`config.mk`:
```
export PLATFORM = sky130hd
export DESIGN_NAME = control_sequencer
export DESIGN_NICKNAME = d
export VERILOG_FILES = /design/src/rtl/control_sequencer.sv
export SDC_FILE = /design/constraint.sdc
export NUM_CORES = 1
export LEC_CHECK = 0
export ABC_AREA = 1
export BUFFER_PORTS_ARGS = -buffer_cell sky130_fd_sc_hd__buf_4
export CAP_MARGIN = 20
export CORE_MARGIN = 4
export CORE_UTILIZATION = 46
export DETAILED_ROUTE_END_ITERATION = 10
export PLACE_DENSITY = 0.76
export SETUP_SLACK_MARGIN = 0.15
export SYNTH_ARGS = -nofsm -noshare
export SYNTH_HDL_FRONTEND = slang
export SYNTH_SLANG_ARGS = --single-unit
```
`constraint.sdc`:
```
create_clock -name clk -period 2.05 [get_ports clk]
set_clock_uncertainty 0.15 [all_clocks]
set_input_delay 0.41 -clock clk [delete_from_list [all_inputs] [get_ports clk]]
set_output_delay 0.41 -clock clk [all_outputs]
set_load 0.05 [all_outputs]
```
`src/rtl/control_sequencer.sv`:
```
// control_sequencer
// Microcode control unit for the 8-bit computer. A T-state step counter,
// a carry/zero flags register and a halt latch are held here; every control
// strobe is a combinational decode of (step, opcode, flags).
//
// Ports:
//   clk        system clock, all state changes on the rising edge
//   rst        asynchronous active-low reset
//   opcode     upper nibble of the instruction register
//   carry_in   ALU carry result (latched when fi=1)
//   zero_in    ALU zero result  (latched when fi=1)
//   hlt        halt request, clock gating happens outside this block
//   mi ri ro io ii ai ao eo su bi oi ce co j fi   control strobes
//   flag_c     latched carry flag
//   flag_z     latched zero flag
//   step       current T-state, 0..4
module control_sequencer #(
  parameter bit EARLY_STEP_RESET = 1'b1
) (
  input  logic       clk,
  input  logic       rst,
  input  logic [3:0] opcode,
  input  logic       carry_in,
  input  logic       zero_in,
  output logic       hlt,
  output logic       mi,
  output logic       ri,
  output logic       ro,
  output logic       io,
  output logic       ii,
  output logic       ai,
  output logic       ao,
  output logic       eo,
  output logic       su,
  output logic       bi,
  output logic       oi,
  output logic       ce,
  output logic       co,
  output logic       j,
  output logic       fi,
  output logic       flag_c,
  output logic       flag_z,
  output logic [2:0] step
);

  localparam logic [3:0] OP_NOP = 4'b0000;
  localparam logic [3:0] OP_LDA = 4'b0001;
  localparam logic [3:0] OP_ADD = 4'b0010;
  localparam logic [3:0] OP_SUB = 4'b0011;
  localparam logic [3:0] OP_STA = 4'b0100;
  localparam logic [3:0] OP_LDI = 4'b0101;
  localparam logic [3:0] OP_JMP = 4'b0110;
  localparam logic [3:0] OP_JC  = 4'b0111;
  localparam logic [3:0] OP_JZ  = 4'b1000;
  localparam logic [3:0] OP_OUT = 4'b1110;
  localparam logic [3:0] OP_HLT = 4'b1111;

  localparam logic [2:0] T0 = 3'd0;
  localparam logic [2:0] T1 = 3'd1;
  localparam logic [2:0] T2 = 3'd2;
  localparam logic [2:0] T3 = 3'd3;
  localparam logic [2:0] T4 = 3'd4;

  logic [2:0] step_q;
  logic       halted;
  logic       fc_q;
  logic       fz_q;

  // Raw decode, before reset / halt masking.
  logic d_hlt, d_mi, d_ri, d_ro, d_io, d_ii, d_ai, d_ao;
  logic d_eo, d_su, d_bi, d_oi, d_ce, d_co, d_j, d_fi;
  logic [2:0] last_step;
  logic [2:0] step_nxt;
  logic       halt_set;

  always_comb begin
    d_hlt = 1'b0; d_mi = 1'b0; d_ri = 1'b0; d_ro = 1'b0;
    d_io  = 1'b0; d_ii = 1'b0; d_ai = 1'b0; d_ao = 1'b0;
    d_eo  = 1'b0; d_su = 1'b0; d_bi = 1'b0; d_oi = 1'b0;
    d_ce  = 1'b0; d_co = 1'b0; d_j  = 1'b0; d_fi = 1'b0;

    case (step_q)
      T0: begin
        d_co = 1'b1;
        d_mi = 1'b1;
      end
      T1: begin
        d_ro = 1'b1;
        d_ii = 1'b1;
        d_ce = 1'b1;
      end
      T2: begin
        case (opcode)
          OP_LDA, OP_ADD, OP_SUB, OP_STA: begin
            d_io = 1'b1;
            d_mi = 1'b1;
          end
          OP_LDI: begin
            d_io = 1'b1;
            d_ai = 1'b1;
          end
          OP_JMP: begin
            d_io = 1'b1;
            d_j  = 1'b1;
          end
          // Conditional jumps always put the operand on the bus; only the
          // PC load depends on the flag latched by an earlier ADD/SUB.
          OP_JC: begin
            d_io = 1'b1;
            d_j  = fc_q;
          end
          OP_JZ: begin
            d_io = 1'b1;
            d_j  = fz_q;
          end
          OP_OUT: begin
            d_ao = 1'b1;
            d_oi = 1'b1;
          end
          OP_HLT: d_hlt = 1'b1;
          default: ;
        endcase
      end
      T3: begin
        case (opcode)
          OP_LDA: begin
            d_ro = 1'b1;
            d_ai = 1'b1;
          end
          OP_ADD, OP_SUB: begin
            d_ro = 1'b1;
            d_bi = 1'b1;
          end
          OP_STA: begin
            d_ao = 1'b1;
            d_ri = 1'b1;
          end
          default: ;
        endcase
      end
      T4: begin
        if (opcode == OP_ADD || opcode == OP_SUB) begin
          d_eo = 1'b1;
          d_ai = 1'b1;
          d_fi = 1'b1;
          d_su = (opcode == OP_SUB);
        end
      end
      default: ;
    endcase
  end

  // Last active microstep per opcode; undefined opcodes behave like NOP.
  always_comb begin
    case (opcode)
      OP_LDA, OP_STA: last_step = T3;
      OP_ADD, OP_SUB: last_step = T4;
      OP_LDI, OP_JMP, OP_JC, OP_JZ, OP_OUT, OP_HLT: last_step = T2;
      default: last_step = T1;
    endcase
  end

  assign halt_set = (step_q == T2) && (opcode == OP_HLT);

  // HLT freezes the counter at T2 on the very edge the latch sets, so the
  // halted state is always observed as step=2.
  always_comb begin
    if (halted || halt_set) begin
      step_nxt = step_q;
    end else if (step_q >= T4) begin
      step_nxt = T0;
    end else if (EARLY_STEP_RESET && (step_q == last_step)) begin
      step_nxt = T0;
    end else begin
      step_nxt = step_q + 3'd1;
    end
  end

  always_ff @(posedge clk or negedge rst) begin
    if (!rst) begin
      step_q <= T0;
      halted <= 1'b0;
      fc_q   <= 1'b0;
      fz_q   <= 1'b0;
    end else begin
      step_q <= step_nxt;
      if (halt_set) begin
        halted <= 1'b1;
      end
      if (d_fi && !halted) begin
        fc_q <= carry_in;
        fz_q <= zero_in;
      end
    end
  end

  // Outputs are masked combinationally by rst so they drop the instant reset
  // asserts, without waiting for the registers or a clock edge.
  logic run;
  assign run = rst && !halted;

  assign hlt = rst && (halted || d_hlt);
  assign mi  = run && d_mi;
  assign ri  = run && d_ri;
  assign ro  = run && d_ro;
  assign io  = run && d_io;
  assign ii  = run && d_ii;
  assign ai  = run && d_ai;
  assign ao  = run && d_ao;
  assign eo  = run && d_eo;
  assign su  = run && d_su;
  assign bi  = run && d_bi;
  assign oi  = run && d_oi;
  assign ce  = run && d_ce;
  assign co  = run && d_co;
  assign j   = run && d_j;
  assign fi  = run && d_fi;

  assign flag_c = fc_q;
  assign flag_z = fz_q;
  assign step   = step_q;

endmodule

```
==> results of run 1 <==
cells in the mapped netlist:
master,instances
o32ai_1,1
o2111ai_1,1
buf_4,3
nor3_1,3
nor2_1,12
inv_1,12
clkinv_1,2
nor2_2,1
dfrtp_1,6
inv_2,2
buf_6,1
ha_1,5
or2_2,1
a21oi_1,6
a21oi_2,1
nand2_1,38
nand2_2,3
nor2_4,1
nand3_1,10
nand4_1,3
o21ai_0,2
kinds of logic after synthesis:
family          synth area share (%)
simple gates                    45.7
buf+inv                         13.7
compound gates                  9.65
flops                           21.9
fa+ha+maj                       9.11
through the flow:
stage	setup TNS, ns	setup WS (ns)
floorplan	-0.256	-0.0711
global placement	0	0.0461
detailed placement	-0.000587	-0.000587
==> flow_summary_export.csv, run 1 <==
group,metric,value,unit
synth,synth_top_area_cell,"dfrtp_1",
status,status,"aborted with a tool error",
status,haltStage,"4_1_cts",
synth,ys_top_cells_by_area,"dfrtp_1, nand2_1, ha_1",
clocking,cts_resized,39,
placement,gp_congestion,0.864,
synth,postSynthAreaPerCell,6.03,um^2
placement,io_buffers,28,
synth,syn_nets,127,
synth,synth_seq_cells,6,
floorplanning,num_rows,13,
clocking,htreeDepth,1,
placement,dp_hpwl,1.71,mm
clocking,cts-root-buf,"clkbuf_4",
synth,synthDistinctLibCells,21,
synth,syn_inst,114,
clocking,numClockSinks,6,
clocking,cts_setup_buffers,12,
synth,yosysTopAreaCellShare,21.9,%
placement,dp.cells,158,
synth,mappedNetlistArea,687,um^2
floorplanning,initial_core_util,50.9,%
clocking,cts_buffers,3,
floorplanning,die_h,46.6,um
placement,postPlaceCellArea,1070,um^2
status,error,"[ERROR DPL-0038] Utilization greater than 100%, impossible to legalize",
floorplanning,io-pin-count,29,
synth,yosysSeqAreaShare,21.9,%
synth,ys_warn_count,0,
clocking,postCtsHoldBufs,1,
floorplanning,die_w,46.6,um
clocking,clock_path_buffers,2,
==> run 2: changes to the inputs <==
CORE_AREA = 4 4 65 67   (was default)
CORE_MARGIN = default   (was 4)
CORE_UTILIZATION = default   (was 46)
DIE_AREA = 0 0 69 71   (was default)
PLACE_DENSITY = default   (was 0.76)
PLACE_DENSITY_LB_ADDON = 0.15   (was default)
SETUP_SLACK_MARGIN = default   (was 0.15)
==> run 2 against run 1 <==
The flow now finishes, with violations (negative setup slack). Area after synthesis stayed put. Synthesized cell count unchanged.
==> flow_summary_export.csv, run 2 <==
group,metric,value,unit
detailed_routing,drtIter0Drc,44,
critical_path,r2r_cells,9,
cells_and_area,final_common_cell,"nand2_1",
critical_path,start_kind,"register",
pwr,combPwrFrac,17.9,%
cells_and_area,layout_common_cells,"nand2_1, buf_4, buf_6",
synth,postSynthAreaPerCell,6.03,um^2
critical_path,cp-end-kind,"primary output",
clocking,clock_path_buffers,2,
critical_path,crit_start,"step[0]",
pwr,p_int,278,uW
grt,met1_usage,13.1,%
synth,ys_top_cells_by_area,"dfrtp_1, nand2_1, ha_1",
floorplanning,die_h,71,um
placement,gp_congestion,0.767,
pwr,p_leak,0.599,nW
grt,grt.busiest_layer,"met2",
grt,antenna_found_initial,0,
placement,dp_hpwl,1.83,mm
grt,overflow,0,
clocking,cts_tree,"done",
pwr,power.total,380,uW
placement,dp_slack,0.0230,ns
clocking,htreeDepth,1,
clocking,clk_latency,0.23,ns
clocking,cts-root-buf,"clkbuf_8",
pwr,pwr-share-seq,31.4,%
synth,synth-async-reset-ratio,100,%
synth,synth-edff-count,0,
grt,grt_max_degree,9,
synth,synthDistinctLibCells,21,
synth,syn_nets,127,
timing,tightestPinTransition,0.246,ns
floorplanning,io-pin-count,29,
synth,ys.flop_type,"dfrtp_1",
timing,final_max_slew_viol_count,0,
detailed_routing,wl_per_cell,11.4,um
pwr,ir_drop,255,uV
timing,fin_crit,2.19,ns
critical_path,rrSetupSlack,0.41,ns
synth,syn_inst,114,
critical_path,worstPathRequired,1.49,ns
flow_run,cap_violations,0,
timing,fin_ws,-0.135,ns
timing,rsz0062_at_grt,"yes",
clocking,numClockSinks,6,
grt,gr-usage-met3,1.70,%
timing,fmax,458,MHz
pwr,p_switching,101,uW
grt,grt_pass1_vias,833,
timing,fin_setup_tns,-0.642,ns
detailed_routing,ant_nets,0,
cells_and_area,largest_register_ffs,3,
critical_path,path_class,"reg -> out",
floorplanning,die_w,69,um
synth,ys_warn_count,0,
critical_path,rr_startpoint,"step[0]",
synth,mappedNetlistArea,687,um^2
timing,max-slew-margin-rel,83.4,%
synth,synth_seq_cells,6,
critical_path,worstSetupEndpoint,"ao",
detailed_routing,first_pass_iters,2,
cells_and_area,drive_gt1_share,56.5,%
synth,synth_most_common_cell,"nand2_1",
clocking,cts_buffers,3,
detailed_routing,drt_wl_total,2.29,mm
grt,grt_pass1_wl,3.94,mm
status,violations,"negative setup slack",
floorplanning,num_rows,22,
grt,grtUsageTotal,9.85,%
critical_path,r2r-end,"step[2]",
cells_and_area,area_delta_synth_final,92.5,%
pwr,power_density,287,nW/um^2
detailed_routing,vias,850,
floorplanning,fp.coreArea,3630,um^2
clocking,cts.clk_slew.worst_paths,0.04,ns
timing,fin_crit_sh,107,%
synth,synth_top_area_cell,"dfrtp_1",
synth,yosysSeqAreaShare,21.9,%
placement,io_buffers,28,
cells_and_area,antenna_cells,0,
pwr,power_frac_clock,50.7,%
timing,finalHoldWorstSlack,0.272,ns
timing,hold_violations,0,
floorplanning,die_area,4900,um^2
synth,synthTopCellsByCount,"nand2_1, inv_1, nor2_1, nand3_1",
floorplanning,initial_core_util,18.9,%
timing,setup_viol,8,
critical_path,path_max_fanout,5,
min_path,hp-class,"in -> reg",
detailed_routing,drc_errors,0,
detailed_routing,vias_per_cell,4.21,
critical_path,cp.arrival,1.63,ns
synth,yosysTopAreaCellShare,21.9,%
cells_and_area,fin_nets,168,
pwr,swShare,26.7,%
grt,grt_use_met2,16.1,%
status,status,"complete, but fails checks",
## run 2: cell counts after synthesis
Identical to the previous run, type by type.
## run 2: area by class of cell
class / instances / area [um^2]
inverter: 16 / 65.1
clock buffer: 4 / 45.0
tap: 48 / 60.1
multi-input combinational: 88 / 643
sequential: 6 / 154
timing repair buffer: 40 / 355
fill: 399 / 2310
## run 2: cell families after synthesis
family | Yosys count | share of synthesized area [%]
flip-flops | 6 | 21.9
AND/OR/NAND/NOR | 72 | 45.7
buffers and inverters | 20 | 13.7
adder cells (fa/ha/maj) | 5 | 9.11
AO/OA/AOI/OAI | 11 | 9.65
## run 2: critical path: stages, from the launching register on
cell and delay (ns):
dfrtp_2 0.41, inv_2 0.08, ha_4 0.12, inv_2 0.04
nor2_4 0.16, nand4_1 0.13, buf_6 0.15, a21oi_4 0.13
buf_6 0.17
## run 2: timing repair
action / CTS / global route
hold endpoints to repair: 6 / 0
gates cloned: 0 / 0
endpoints found under the setup margin: 12 / 12
setup buffers: 3 / 1
pin swaps: 8 / 7
hold buffers: 1 / 0
gates resized for setup: 30 / 3
## run 2: worst min path at each step
stage               startpoint     end  slack [ns]  depth (start not counted)
finish                carry_in  flag_c        0.27                          3
global route          carry_in  flag_c        0.29                          3
CTS                    zero_in  flag_z        0.27                          3
detailed placement         rst  flag_c        0.17                          2
global placement           rst  flag_c        0.17                          2
floorplan                  rst  flag_c       -0.04                          0
## run 2: stage by stage
stage / area (um^2) / utilization, % / std cells
after floorplan: 822 / - / 114
after global placement: 1110 / 30.5 / 193
after detailed placement: 1110 / 30.5 / 193
after CTS: 1300 / 35.9 / 201
after global routing: 1320 / 36.4 / 202
final: 1320 / 36.4 / 202
## run 2: routing by layer
metal	vias to the layer above	routed length (um)
met5	-	0
met4	0	56
met3	5	101
met2	25	1030
met1	377	1110
li1	443	-
## run 2: power by group through the flow
| stage | registers [mW] | clock network (mW) | logic [mW] |
|---|---|---|---|
| finish | 0.119 | 0.192 | 0.0681 |
| global route | 0.119 | 0.205 | 0.0765 |
| CTS | 0.119 | 0.202 | 0.0688 |
| detailed placement | 0.121 | 0 | 0.0650 |
| global placement | 0.121 | 0 | 0.0651 |
| floorplan | 0.121 | 0 | 0.0410 |
Note: power is estimated with default switching activity, not from simulation.
